$ cat config.mk
export PLATFORM = sky130hd
export DESIGN_NAME = risc_fetch_unit
export DESIGN_NICKNAME = d
export VERILOG_FILES = /design/src/rtl/risc_fetch_pkg.sv /design/src/rtl/fetch_fifo.sv /design/src/rtl/risc_fetch_unit.sv
export SDC_FILE = /design/constraint.sdc
export NUM_CORES = 1
export LEC_CHECK = 0
export BUFFER_PORTS_ARGS = -buffer_cell sky130_fd_sc_hd__buf_2
export CAP_MARGIN = 20
export CORE_MARGIN = 2
export CORE_UTILIZATION = 40
export CTS_BUF_LIST = sky130_fd_sc_hd__clkbuf_16
export DETAILED_ROUTE_END_ITERATION = 8
export PLACE_DENSITY_LB_ADDON = 0.1
export SYNTH_ARGS = -nofsm -noshare
export SYNTH_HDL_FRONTEND = slang
export SYNTH_SLANG_ARGS = --single-unit
$ cat constraint.sdc
create_clock -name clk -period 4.2 [get_ports clk]
set_input_delay 0 -clock clk [delete_from_list [all_inputs] [get_ports clk]]
set_output_delay 0 -clock clk [all_outputs]
set_load 0.01 [all_outputs]
$ cat src/rtl/risc_fetch_pkg.sv
// Shared types and helpers for the KGP-RISC decoupled instruction-fetch stage.
package risc_fetch_pkg;

  localparam int unsigned DEF_ADDR_W   = 32;
  localparam int unsigned DEF_INSTR_W  = 32;
  localparam logic [31:0] DEF_RESET_PC = 32'h0000_0000;

  typedef struct packed {
    logic [DEF_ADDR_W-1:0]  pc;
    logic [DEF_INSTR_W-1:0] instr;
  } fetch_entry_t;

  // Ceiling log2; clog2(1) = 0.
  function automatic int unsigned clog2(input int unsigned value);
    int unsigned r;
    r = 0;
    for (int i = 0; i < 32; i++) begin
      if ((64'(1) << i) < 64'(value)) r = 32'(i + 1);
    end
    return r;
  endfunction

endpackage

$ cat src/rtl/fetch_fifo.sv
// Synchronous prefetch FIFO; pointers carry an extra MSB to tell full from empty.
module fetch_fifo
  import risc_fetch_pkg::*;
#(
  parameter int unsigned DEPTH = 4,
  parameter type entry_t = fetch_entry_t,
  localparam int unsigned AW = clog2(DEPTH),
  localparam int unsigned CW = clog2(DEPTH + 1)
) (
  input  logic          clk,
  input  logic          reset,
  input  logic          push,
  input  entry_t        wdata,
  input  logic          pop,
  input  logic          flush,
  output entry_t        rdata,
  output logic          full,
  output logic          empty,
  output logic [CW-1:0] count
);

  localparam int unsigned PW = AW + 1;

  entry_t        mem [DEPTH];
  logic [PW-1:0] wr_ptr;
  logic [PW-1:0] rd_ptr;
  logic [PW-1:0] ptr_diff;
  logic          do_push;
  logic          do_pop;

  assign do_push  = push && !full && !flush;
  assign do_pop   = pop && !empty && !flush;
  assign ptr_diff = wr_ptr - rd_ptr;

  assign empty = (wr_ptr == rd_ptr);
  assign full  = (wr_ptr[AW] != rd_ptr[AW]) && (wr_ptr[AW-1:0] == rd_ptr[AW-1:0]);
  assign count = CW'(ptr_diff);
  assign rdata = mem[rd_ptr[AW-1:0]];

  // Flush dominates push and pop.
  always_ff @(posedge clk or negedge reset) begin
    if (!reset) begin
      wr_ptr <= '0;
      rd_ptr <= '0;
    end else if (flush) begin
      wr_ptr <= '0;
      rd_ptr <= '0;
    end else begin
      if (do_push) wr_ptr <= wr_ptr + PW'(1);
      if (do_pop)  rd_ptr <= rd_ptr + PW'(1);
    end
  end

  always_ff @(posedge clk) begin
    if (do_push) mem[wr_ptr[AW-1:0]] <= wdata;
  end

endmodule

$ cat src/rtl/risc_fetch_unit.sv
// Decoupled fetch: credit-limited request/grant port, prefetch queue, redirect with
// discard of in-flight responses.
module risc_fetch_unit
  import risc_fetch_pkg::*;
#(
  parameter int unsigned       ADDR_W   = 32,
  parameter int unsigned       INSTR_W  = 32,
  parameter int unsigned       DEPTH    = 4,
  parameter logic [ADDR_W-1:0] RESET_PC = ADDR_W'(DEF_RESET_PC)
) (
  input  logic               clk,
  input  logic               reset,
  output logic               imem_req,
  output logic [ADDR_W-1:0]  imem_addr,
  input  logic               imem_gnt,
  input  logic               imem_rvalid,
  input  logic [INSTR_W-1:0] imem_rdata,
  input  logic               redirect_valid,
  input  logic [ADDR_W-1:0]  redirect_pc,
  output logic               instr_valid,
  input  logic               instr_ready,
  output logic [INSTR_W-1:0] instr_out,
  output logic [ADDR_W-1:0]  instr_pc
);

  localparam int unsigned CW = clog2(DEPTH + 1);
  // Headroom for stale responses accumulated over back-to-back redirects.
  localparam int unsigned DW = CW + 4;

  typedef struct packed {
    logic [ADDR_W-1:0]  pc;
    logic [INSTR_W-1:0] instr;
  } entry_t;

  logic              req_en;
  logic [ADDR_W-1:0] fetch_pc, fetch_pc_nxt;
  logic [ADDR_W-1:0] resp_pc, resp_pc_nxt;
  logic [CW-1:0]     outstanding, outstanding_nxt;
  logic [DW-1:0]     discard, discard_nxt;

  logic              grant_hs;
  logic              keep_resp;
  logic              drop_resp;
  logic              push;
  logic              pop;
  logic              full;
  logic              empty;
  logic [CW-1:0]     count;
  logic [CW:0]       credit_sum;
  entry_t            wdata;
  entry_t            head;

  // Request depends only on registers: queue occupancy plus kept in-flight fetches.
  assign credit_sum = (CW + 1)'(count) + (CW + 1)'(outstanding);
  assign imem_req   = req_en && (credit_sum < (CW + 1)'(DEPTH));
  assign imem_addr  = fetch_pc;

  assign grant_hs  = imem_req && imem_gnt;
  assign drop_resp = imem_rvalid && (discard != '0);
  assign keep_resp = imem_rvalid && (discard == '0);
  assign push      = keep_resp && !redirect_valid;
  assign pop       = instr_valid && instr_ready;
  assign wdata     = '{pc: resp_pc, instr: imem_rdata};

  assign instr_valid = !empty;
  assign instr_out   = empty ? '0 : head.instr;
  assign instr_pc    = empty ? '0 : head.pc;

  fetch_fifo #(
    .DEPTH   (DEPTH),
    .entry_t (entry_t)
  ) u_fifo (
    .clk   (clk),
    .reset (reset),
    .push  (push),
    .wdata (wdata),
    .pop   (pop),
    .flush (redirect_valid),
    .rdata (head),
    .full  (full),
    .empty (empty),
    .count (count)
  );

  // On redirect every kept in-flight fetch, plus this cycle's grant, becomes stale.
  always_comb begin
    fetch_pc_nxt    = fetch_pc;
    resp_pc_nxt     = resp_pc;
    outstanding_nxt = outstanding;
    discard_nxt     = discard;
    if (redirect_valid) begin
      fetch_pc_nxt    = redirect_pc;
      resp_pc_nxt     = redirect_pc;
      outstanding_nxt = '0;
      discard_nxt     = discard + DW'(outstanding) + DW'(grant_hs) - DW'(imem_rvalid);
    end else begin
      if (grant_hs)  fetch_pc_nxt = fetch_pc + ADDR_W'(1);
      if (keep_resp) resp_pc_nxt  = resp_pc + ADDR_W'(1);
      if (drop_resp) discard_nxt  = discard - DW'(1);
      outstanding_nxt = outstanding + CW'(grant_hs) - CW'(keep_resp);
    end
  end

  always_ff @(posedge clk or negedge reset) begin
    if (!reset) begin
      req_en      <= 1'b0;
      fetch_pc    <= RESET_PC;
      resp_pc     <= RESET_PC;
      outstanding <= '0;
      discard     <= '0;
    end else begin
      req_en      <= 1'b1;
      fetch_pc    <= fetch_pc_nxt;
      resp_pc     <= resp_pc_nxt;
      outstanding <= outstanding_nxt;
      discard     <= discard_nxt;
    end
  end

  a_no_overflow: assert property (@(posedge clk) disable iff (!reset) !(push && full));

endmodule
==> summary.txt, run 1 <==
Worst setup path
  – CP Data Required Time: about 4.7 ns
  – Worst Path Arrival: 4.30 ns
  – R2r setup slk: 0.35 ns
  – R2R cell count: 14
  – Kind of critical path: reg -> reg
  – R2R Path Start: u_fifo.wr_ptr[0]
  – RR Endpoint: discard[6]
  – Crit path max fanout: 4
  – Startpoint class of the critical path: flip-flop
  – Crit end category: flip-flop

Layout
  – ANT cells: 0
  – Share of cells above drive strength 1: roughly a quarter
  – NumNets Final: ~1400
  – Fill count: approximately 3300
  – Final Non-Filler Cells: about 1800
  – Area growth, synth to finish: 22.89%

Routing
  – Router iterations before antenna repair: 4
  – Antenna Violating Nets Remaining: 0
  – DRC: 0
  – Vias: roughly 9600
  – WL/cell: ~20 um
  – Starting DRC count in detailed routing: about 500
  – WL final: around 36 mm
  – Avg Vias per Cell: between 5 and 6

Clocking
  – Clk slew on worst S/H paths: 0.06 ns
  – CTS Hold Buffers Added: slightly below 70
  – Post-CTS setup buffers: 0
  – Post-CTS Resized: 0
  – CTS Buf Count: 39
  – Root buffer cell: clkbuf_16
  – CTS tree: built
  – Clock buffer depth: 3
  – Max H-tree Level: 2
  – Later-pin clock latency in the skew report: 0.53 ns
  – Clk sinks: between 300 and 400

Synthesis
  – Distinct cells, synth: between 60 and 70
  – Post-synth top cells: 256 x edfxtp_1, 81 x dfrtp_1, 80 x nor2b_1, 64 x mux4_2
  – Top-count cell post-synth: edfxtp_1
  – Synthesized area per cell: approximately 15 um2
  – Mapped Area: 15120 um2
  – Synth top area share: 50.84%
  – Syn Nets: roughly 1100
  – Post-synth EDFFs: about 260
  – Post-Syn Instances: 1020
  – Async SR Flop Fraction: ~24%
  – Synth area leader: edfxtp_1
  – Synth warn: 0
  – Ranking of synthesized cells by area: edfxtp_1 51%, dfrtp_1 13%, mux4_2 9.5%, nor2b_1 3.3%, ha_1 2.0%
  – Synth Register Bits: around 340
  – Main synth FF type: edfxtp_1
  – Sequential area share after synthesis: between 60% and 70%

Timing
  – Minimum clock period: 3.854 ns
  – Fin. Hold Viols: 0
  – Relative slew slack: roughly 28%
  – Setup_tns: 0 ns
  – FMAX: 0.2595 GHz
  – Setup WS post-layout: roughly 0.35 ns
  – Final period util: between 90% and 100%
  – Clock skew: around 0.015 ns
  – Worst Tran Pin Value: 1.072 ns
  – Slew Limit Fails: 0
  – Final setup fails: 0
  – Unrepaired setup endpoints after global routing: no

Power
  – Peak supply drop: 260.6 uV
  – LEAKAGE: about 6.7 nW
  – Power per Cell Area: approximately 460 nW/um2

Global routing
  – GRT Total Usage: 18.44%
  – Initial antenna violation count: 0
  – Number of global-route vias before repair: just under 10000
  – Largest net degree at the start of global routing: 67
  – Grt ovf: 0
  – First-pass GRT wire length: 55.86 mm

Die
  – Die Area: approximately 40000 um2
  – Initial Util: 40.33%
  – Top-level I/O count: about 170
  – Die H: just under 200 um
  – Total core area: approximately 37000 um2
  – Cell Rows: slightly above 70
  – Die Wd: 198.4 um

Place
  – PortBufs: about 170
  – DP HPWL: 22.26 mm
  – Pre-CTS WS: ~0.36 ns
  – Cell Count Post-Placement: about 1700
  – GP Congestion: between 0.8 and 0.9

Worst hold path
  – Worst Hold Class: in -> async

Job
  – Max cap viols: 0

Outcome
  – Status: complete, no violations
[per-layer routing]
metal / track usage, % / share of wire [%] / vias to the layer above / routed length, um
met5: 0 / 0 / - / 0
li1: - / - / 4500 / -
met2: 29.33 / 46 / 255 / 16630
met3: 3.204 / 4.8 / 36 / 1733
met1: 26.51 / 47 / 4811 / 16950
met4: 4.478 / 1.5 / 0 / 533
[placed cells by master, fill, tap and decap left out, types with 5 or more instances in the layout]
| cell type | netlist | layout |
|---|---|---|
| dlygate4sd3_1 | 0 | 69 |
| or4_1 | 10 | 10 |
| inv_1 | 33 | 48 |
| mux2_2 | 7 | 7 |
| and4_1 | 20 | 20 |
| edfxtp_1 | 256 | 256 |
| or2_2 | 5 | 5 |
| and3_1 | 13 | 13 |
| xnor2_1 | 16 | 16 |
| buf_2 | 8 | 166 |
| nor2b_1 | 80 | 80 |
| ha_1 | 24 | 24 |
| nand3_1 | 27 | 27 |
| or3_1 | 7 | 7 |
| a21oi_1 | 11 | 11 |
| nor2_1 | 41 | 40 |
| a31oi_1 | 11 | 11 |
| clkbuf_16 | 0 | 41 |
| dfrtp_1 | 81 | 79 |
| nand2_1 | 29 | 29 |
| o31ai_1 | 7 | 7 |
| nand4_1 | 26 | 26 |
| mux4_2 | 64 | 64 |
| a211oi_1 | 27 | 27 |
| nor4_1 | 20 | 19 |
| nand2b_1 | 5 | 5 |
| xor2_1 | 9 | 9 |
| o21ai_0 | 18 | 18 |
| nor3_1 | 41 | 41 |
| buf_4 | 0 | 19 |
| a311oi_1 | 11 | 11 |
| buf_12 | 0 | 5 |
[sequential cells by signal, summed over array words and instances (netlist names)]
name and cells:
discard 7, imem_addr 32, outstanding 3, req_en 1
resp_pc 32, u_fifo.mem 256, u_fifo.rd_ptr 3, u_fifo.wr_ptr 3
[critical path, stage by stage, from the launching register on]
cell and delay [ns]:
dfrtp_1 0.40, inv_1 0.13, ha_1 0.16, inv_1 0.05, fa_1 0.47, ha_1 0.31
nand3b_1 0.15, nand3_1 0.14, inv_1 0.09, fa_1 0.46, fa_1 0.42, a21o_1 0.21
a211o_1 0.30, a2111o_1 0.37, nand4_1 0.10
[stage by stage]
step	instance area (um2)	total power, mW	util (%)	hold slack (ns)
6_report	18580	8.638	49.56	0.03431
5_1_grt	18580	9.074	49.56	0.1090
4_1_cts	18580	8.751	49.56	0.04699
3_5_place_dp	16630	5.365	44.37	0.07701
3_3_place_gp	16630	5.359	44.37	0.07621
2_1_floorplan	15130	4.893	-	-0.2956
[cells by family after synthesis]
logic type,synth area share [%]
flops,64.25
simple gates,13.72
buf+inv,2.309
compound gates,5.412
xor+xnor,1.448
fa+ha+maj,2.516
other cells,0.02480
mux,10.32
[how the worst max path moves through the flow]
stage	start	to	cells after the start
after floorplan	u_fifo.rd_ptr[1]	discard[6]	15
after global placement	u_fifo.wr_ptr[0]	discard[6]	14
after detailed placement	u_fifo.wr_ptr[0]	discard[6]	14
after CTS	u_fifo.wr_ptr[0]	discard[6]	14
after global routing	u_fifo.wr_ptr[0]	discard[6]	14
final	u_fifo.wr_ptr[0]	discard[6]	14
[area by class of cell]
type                    count  area [um2]  area share (%)
inverters                  33       123.9          0.6667
repair buffers            259        1764           9.495
well taps                 511       639.4           3.441
clock inverters            30       231.5           1.246
clock buffers              41        1026           5.522
flip-flops and latches    337        9719           52.31
multi-input cells         595        5076           27.32
[where the power goes]
group	internal, mW	switching [mW]	total (mW)
Sequential	3.74	0.201	3.94
Combinational	0.635	0.766	1.40
Clock	2.00	1.29	3.30
Total	6.38	2.26	8.64
(Power assumes the default switching activity.)
==> run 2, diff against run 1 <==
--- a/config.mk
+++ b/config.mk
@@ -7,6 +7,7 @@
 export LEC_CHECK = 0
 export BUFFER_PORTS_ARGS = -buffer_cell sky130_fd_sc_hd__buf_2
 export CAP_MARGIN = 20
+export CORE_ASPECT_RATIO = 0.9
 export CORE_MARGIN = 2
 export CORE_UTILIZATION = 40
 export CTS_BUF_LIST = sky130_fd_sc_hd__clkbuf_16
==> run 2 against run 1 <==
Via count grew 1.1%. Largest power group unchanged. Global-route usage barely moved. Non-clock buffer count down 3. Critical endpoint unchanged.
==> summary.txt, run 2 (same netlist as run 1, synthesis figures left out) <==
Timing
  – Unrepaired setup endpoints after global routing: no
  – Hold slack: between 0.015 and 0.02 ns
  – FMAX: roughly 0.26 GHz
  – Clock skew: 0.01083 ns
  – Slew Limit Fails: 0
  – Relative slew slack: a little under a third
  – Minimum clock period: between 3 and 4 ns
  – Final setup fails: 0
  – Setup_tns: 0 ns
  – Final period util: about nine tenths
  – Fin. Hold Viols: 0
  – Worst Tran Pin Value: between 1 and 1.5 ns
  – Setup WS post-layout: 0.3638 ns

Job
  – Max cap viols: 0

Outcome
  – Status: complete, no violations

Worst setup path
  – Kind of critical path: reg -> reg
  – CP Data Required Time: around 4.7 ns
  – Crit path max fanout: 4
  – R2r setup slk: 0.36 ns
  – Crit end category: flip-flop
  – Worst setup path start: u_fifo.wr_ptr[0]
  – Startpoint class of the critical path: flip-flop
  – Worst Path Arrival: around 4.3 ns
  – R2R cell count: 14
  – R2R Path Start: u_fifo.wr_ptr[0]

Clocking
  – CTS tree: built
  – Clk sinks: approximately 340
  – Max H-tree Level: 2
  – Later-pin clock latency in the skew report: 0.54 ns
  – Clk slew on worst S/H paths: around 0.07 ns
  – Post-CTS setup buffers: 0
  – Clock buffer depth: 3
  – Root buffer cell: clkbuf_16
  – CTS Buf Count: 37

Place
  – GP Congestion: 0.7891
  – Post-placement cell area: 16570 um2
  – Pre-CTS WS: 0.4061 ns
  – DP HPWL: between 20 and 25 mm
  – Cell Count Post-Placement: around 1600
  – PortBufs: 167

Die
  – Die Area: around 39000 um2
  – Top-level I/O count: around 170
  – Initial Util: approximately two fifths
  – Die Wd: roughly 210 um
  – Cell Rows: 67
  – Total core area: between 30000 and 40000 um2
  – Die H: 188.4 um

Global routing
  – Number of global-route vias before repair: 9704
  – First-pass GRT wire length: about 57 mm
  – Initial antenna violation count: 0
  – Largest net degree at the start of global routing: just under 80
  – GRT Total Usage: 18.48%
  – Grt ovf: 0

Routing
  – DRC: 0
  – Vias: about 9700
  – WL/cell: 20.38 um
  – Router iterations before antenna repair: 5
  – Antenna Violating Nets Remaining: 0
  – Avg Vias per Cell: 5.477
  – WL final: 36.11 mm
  – Starting DRC count in detailed routing: between 500 and 600

Layout
  – ANT cells: 0
  – Commonest non-fill, non-tap cell in the layout: edfxtp_1
  – NumNets Final: between 1000 and 1500
  – Largest register FFs: approximately 260
  – Final Non-Filler Cells: 1772
  – Finished Core Util: 49.48%
  – Commonest cells after routing, fill and taps aside: 256 x edfxtp_1, 167 x buf_2, 80 x nor2b_1
  – Share of cells above drive strength 1: 25.68%
  – Area growth, synth to finish: 21.81%
  – Design area: 18420 um2

Power
  – Power per Cell Area: around 460 nW/um2
  – LEAKAGE: 6.628 nW
  – Total Power: 8.443 mW
  – Peak supply drop: between 200 and 300 uV

Worst hold path
  – Worst Hold Class: in -> async
==> run 2: changes by cell type in the layout (fill, tap and decap cells not counted), moves of 2 or more <==
cell	change
buf_4	-3
bufinv_16	-2
clkbuf_16	-3
clkinv_1	+5
clkinv_2	+5
inv_1	-8
==> run 2: critical path: stages, from the launching register on <==
cell and delay, ns:
dfrtp_1 0.40, inv_1 0.13, ha_1 0.16, inv_1 0.04, fa_1 0.45, ha_1 0.31, nand3b_1 0.15, nand3_1 0.14
inv_1 0.10, fa_1 0.46, fa_1 0.42, a21o_1 0.21, a211o_1 0.31, a2111o_1 0.38, nand4_1 0.10
==> run 2: final cells by class <==
type                    instances  area, um2
multi-input cells             595       5076
repair buffers                256       1737
inverters                      33      123.9
flip-flops and latches        337       9719
fillers                      3238      18800
well taps                     483      604.3
clock buffers                  38      950.9
clock inverters                30      205.2
==> run 2: worst paths after layout <==
path / end
worst max-delay path: discard[6]
worst min-delay path: imem_addr[19]
worst max register to register: discard[6]
worst min register to register: u_fifo.wr_ptr[2]
max in group asynchronous: u_fifo.rd_ptr[0]
min in group clk: imem_addr[1]
==> run 2: timing repair <==
action,CTS,global route
hold buffers,68,0
hold endpoints to repair,245,0
resized for setup,0,0
endpoints found under the setup margin,0,0
==> run 2: per-layer routing <==
layer | global-route usage [%] | vias up | share of wire (%)
li1 | - | 4491 | -
met1 | 27.56 | 4897 | 49
met2 | 28.28 | 275 | 45
met3 | 3.117 | 43 | 5.0
met4 | 4.615 | 0 | 1.7
met5 | 0 | - | 0
==> run 2: where the power goes <==
part	switching [mW]	internal, mW	leakage (nW)
clock network	1.31	1.77	0.605
logic	0.776	0.636	2.77
registers	0.202	3.74	3.25
==> run 3, diff against run 2 <==
--- a/config.mk
+++ b/config.mk
@@ -12,7 +12,7 @@
 export CORE_UTILIZATION = 40
 export CTS_BUF_LIST = sky130_fd_sc_hd__clkbuf_16
 export DETAILED_ROUTE_END_ITERATION = 8
-export PLACE_DENSITY_LB_ADDON = 0.1
+export RECOVER_POWER = 50
 export SYNTH_ARGS = -nofsm -noshare
 export SYNTH_HDL_FRONTEND = slang
 export SYNTH_SLANG_ARGS = --single-unit
==> run 3 against run 2 <==
The run now ends with capacitance limit, slew limit left. Non-clock buffer count unchanged. Routed wire length decreased by 1.2%. Count of clock-buffer cells in the layout unchanged. Die area unchanged. Final area decreased by 0.41%. Critical path depth increased by 2. Clock power increased by 2%. Largest power group unchanged. Sequential cell count unchanged.
==> summary.txt, run 3 (same netlist as run 1, synthesis figures left out) <==
Die
  – Total core area: 37220 um2
  – Die H: between 150 and 200 um
  – Initial Util: about 41%
  – Die Area: between 30000 and 40000 um2
  – Cell Rows: 67
  – Die Wd: 208.9 um
  – Top-level I/O count: around 170

Power
  – LEAKAGE: ~6.4 nW
  – Power per Cell Area: 462.9 nW/um2
  – Peak supply drop: just over 300 uV
  – Total Power: 8.491 mW

Timing
  – Fin. Hold Viols: 0
  – Unrepaired setup endpoints after global routing: no
  – Final period util: between 90 and 100%
  – Slew Limit Fails: roughly 130
  – Minimum clock period: around 4.0 ns
  – Setup_tns: 0 ns
  – Setup WS post-layout: ~0.22 ns
  – Final setup fails: 0
  – Relative slew slack: -132.7%
  – Worst Tran Pin Value: between 3 and 4 ns
  – Clock skew: around 0.014 ns
  – FMAX: 0.2512 GHz

Layout
  – NumNets Final: between 1000 and 1500
  – ANT cells: 0
  – Commonest non-fill, non-tap cell in the layout: edfxtp_1
  – Largest register FFs: about 260
  – Commonest cells after routing, fill and taps aside: 256 x edfxtp_1, 102 x buf_2, 80 x nor2b_1
  – Design area: roughly 18000 um2
  – Area growth, synth to finish: 21.31%
  – Share of cells above drive strength 1: between 20% and 30%

Worst setup path
  – Critical Path Stages: 16
  – Worst-path cell chain: inv_1, ha_1, inv_1, fa_1, xnor2_1, ha_1, nor4b_1, buf_4, nand3_1, inv_1, fa_1, fa_1, a21o_1, a211o_1, a2111o_1, nand4_1
  – Worst path bufs/invs: 4
  – CP Data Required Time: ~4.7 ns
  – R2r setup slk: 0.22 ns
  – RR Endpoint: discard[6]
  – Worst Path Arrival: ~4.4 ns
  – Startpoint class of the critical path: flip-flop
  – R2R Path Start: u_fifo.wr_ptr[0]
  – Crit end category: flip-flop
  – CP max stage cell: fa_1
  – Kind of critical path: reg -> reg
  – Crit path max fanout: 4
  – CP max stage delay: between 0.4 and 0.5 ns
  – Worst path top cell family by delay: adder cells
  – R2R cell count: 16

Routing
  – Router iterations before antenna repair: 6
  – Antenna Violating Nets Remaining: 0
  – Avg Vias per Cell: between 5 and 6
  – DRC: 0
  – Vias: just under 10000
  – WL/cell: 20.13 um
  – Starting DRC count in detailed routing: 511
  – WL final: 35.66 mm

Global routing
  – First-pass GRT wire length: 56.86 mm
  – Grt ovf: 0
  – Initial antenna violation count: 0
  – Number of global-route vias before repair: 10000
  – Largest net degree at the start of global routing: 89
  – GRT Total Usage: a little under a fifth

Place
  – PortBufs: 167
  – DP HPWL: ~22 mm
  – Pre-CTS WS: approximately 0.26 ns
  – GP Congestion: roughly 0.83
  – Post-placement cell area: 16560 um2

Outcome
  – Status: finished with violations
  – Failing checks: capacitance limit, slew limit

Clocking
  – CTS tree: built
  – Root buffer cell: clkbuf_16
  – CTS Buf Count: 37
  – Max H-tree Level: 2
  – Clk slew on worst S/H paths: around 0.070 ns
  – Clock buffer depth: 3
  – Post-CTS setup buffers: 0
  – Later-pin clock latency in the skew report: around 0.53 ns
  – Clk sinks: 337

Worst hold path
  – Worst Hold Class: in -> reg
  – Hold path depth: 2
  – Min-delay src: imem_rdata[11]
  – Worst Hold Path EP: u_fifo.mem[3][11]

Job
  – Max cap viols: 2
==> run 3: changes by cell type in the layout (fill, tap and decap cells not counted), sizes merged <==
cell,before,now
inv,42,44
clkinv,19,13
clkinvlp,0,3
dlygate4sd3,68,69
clkbuf,38,107
buf,188,118
bufinv,2,3
==> run 3: worst register-to-register path: cells and delay by family (launching register included) <==
family          cells  cell delay, ns
fa+ha+maj           5            1.74
compound gates      3            0.92
buf+inv             4            0.43
flops               1            0.41
simple gates        3            0.25
xor+xnor            1            0.15
==> run 3: where the power goes <==
part	leakage, nW	internal (mW)	switching, mW	total, mW
Clock	0.608	1.84	1.31	3.15
Combinational	2.57	0.616	0.778	1.39
Sequential	3.25	3.74	0.203	3.94
==> run 3: how the worst max path moves through the flow <==
stage / endpoint / from / slack [ns]
after floorplan: discard[6] / u_fifo.rd_ptr[1] / 0.13
after global placement: discard[6] / u_fifo.wr_ptr[0] / 0.38
after detailed placement: discard[6] / u_fifo.wr_ptr[0] / 0.26
after CTS: discard[6] / u_fifo.wr_ptr[0] / 0.24
after global routing: discard[6] / u_fifo.wr_ptr[0] / 0.09
final: discard[6] / u_fifo.wr_ptr[0] / 0.22
==> run 3: final cells by class <==
class	count	area [um2]
clock buffers	38	950.9
clock inverters	30	241.5
fillers	3296	18880
inverters	33	123.9
multi-input cells	595	5069
flip-flops and latches	337	9719
well taps	483	604.3
repair buffers	256	1633
==> run 3: what timing repair did <==
| item | CTS | global route |
|---|---|---|
| hold buffers | 69 | 0 |
| endpoints found under the hold margin | 257 | 0 |
| resized for setup | 0 | 0 |
==> run 3: per-layer routing <==
layer	vias to the layer above	track usage (%)	part of all wire [%]
met5	-	0	0
met4	0	4.890	1.7
met3	48	2.950	5.9
met2	334	28.40	45
met1	4941	27.07	47
li1	4500	-	-
==> run 3: metrics by stage <==
| step | hold WS [ns] | utilization (%) | cells |
|---|---|---|---|
| after global placement | 0.1551 | 44.49 | 1635 |
| after detailed placement | 0.1527 | 44.49 | 1635 |
| after CTS | 0.1277 | 49.55 | 1772 |
| after global routing | 0.2908 | 49.28 | 1772 |
| after floorplan | -0.2956 | - | 1020 |
| final | 0.2783 | 49.28 | 1772 |
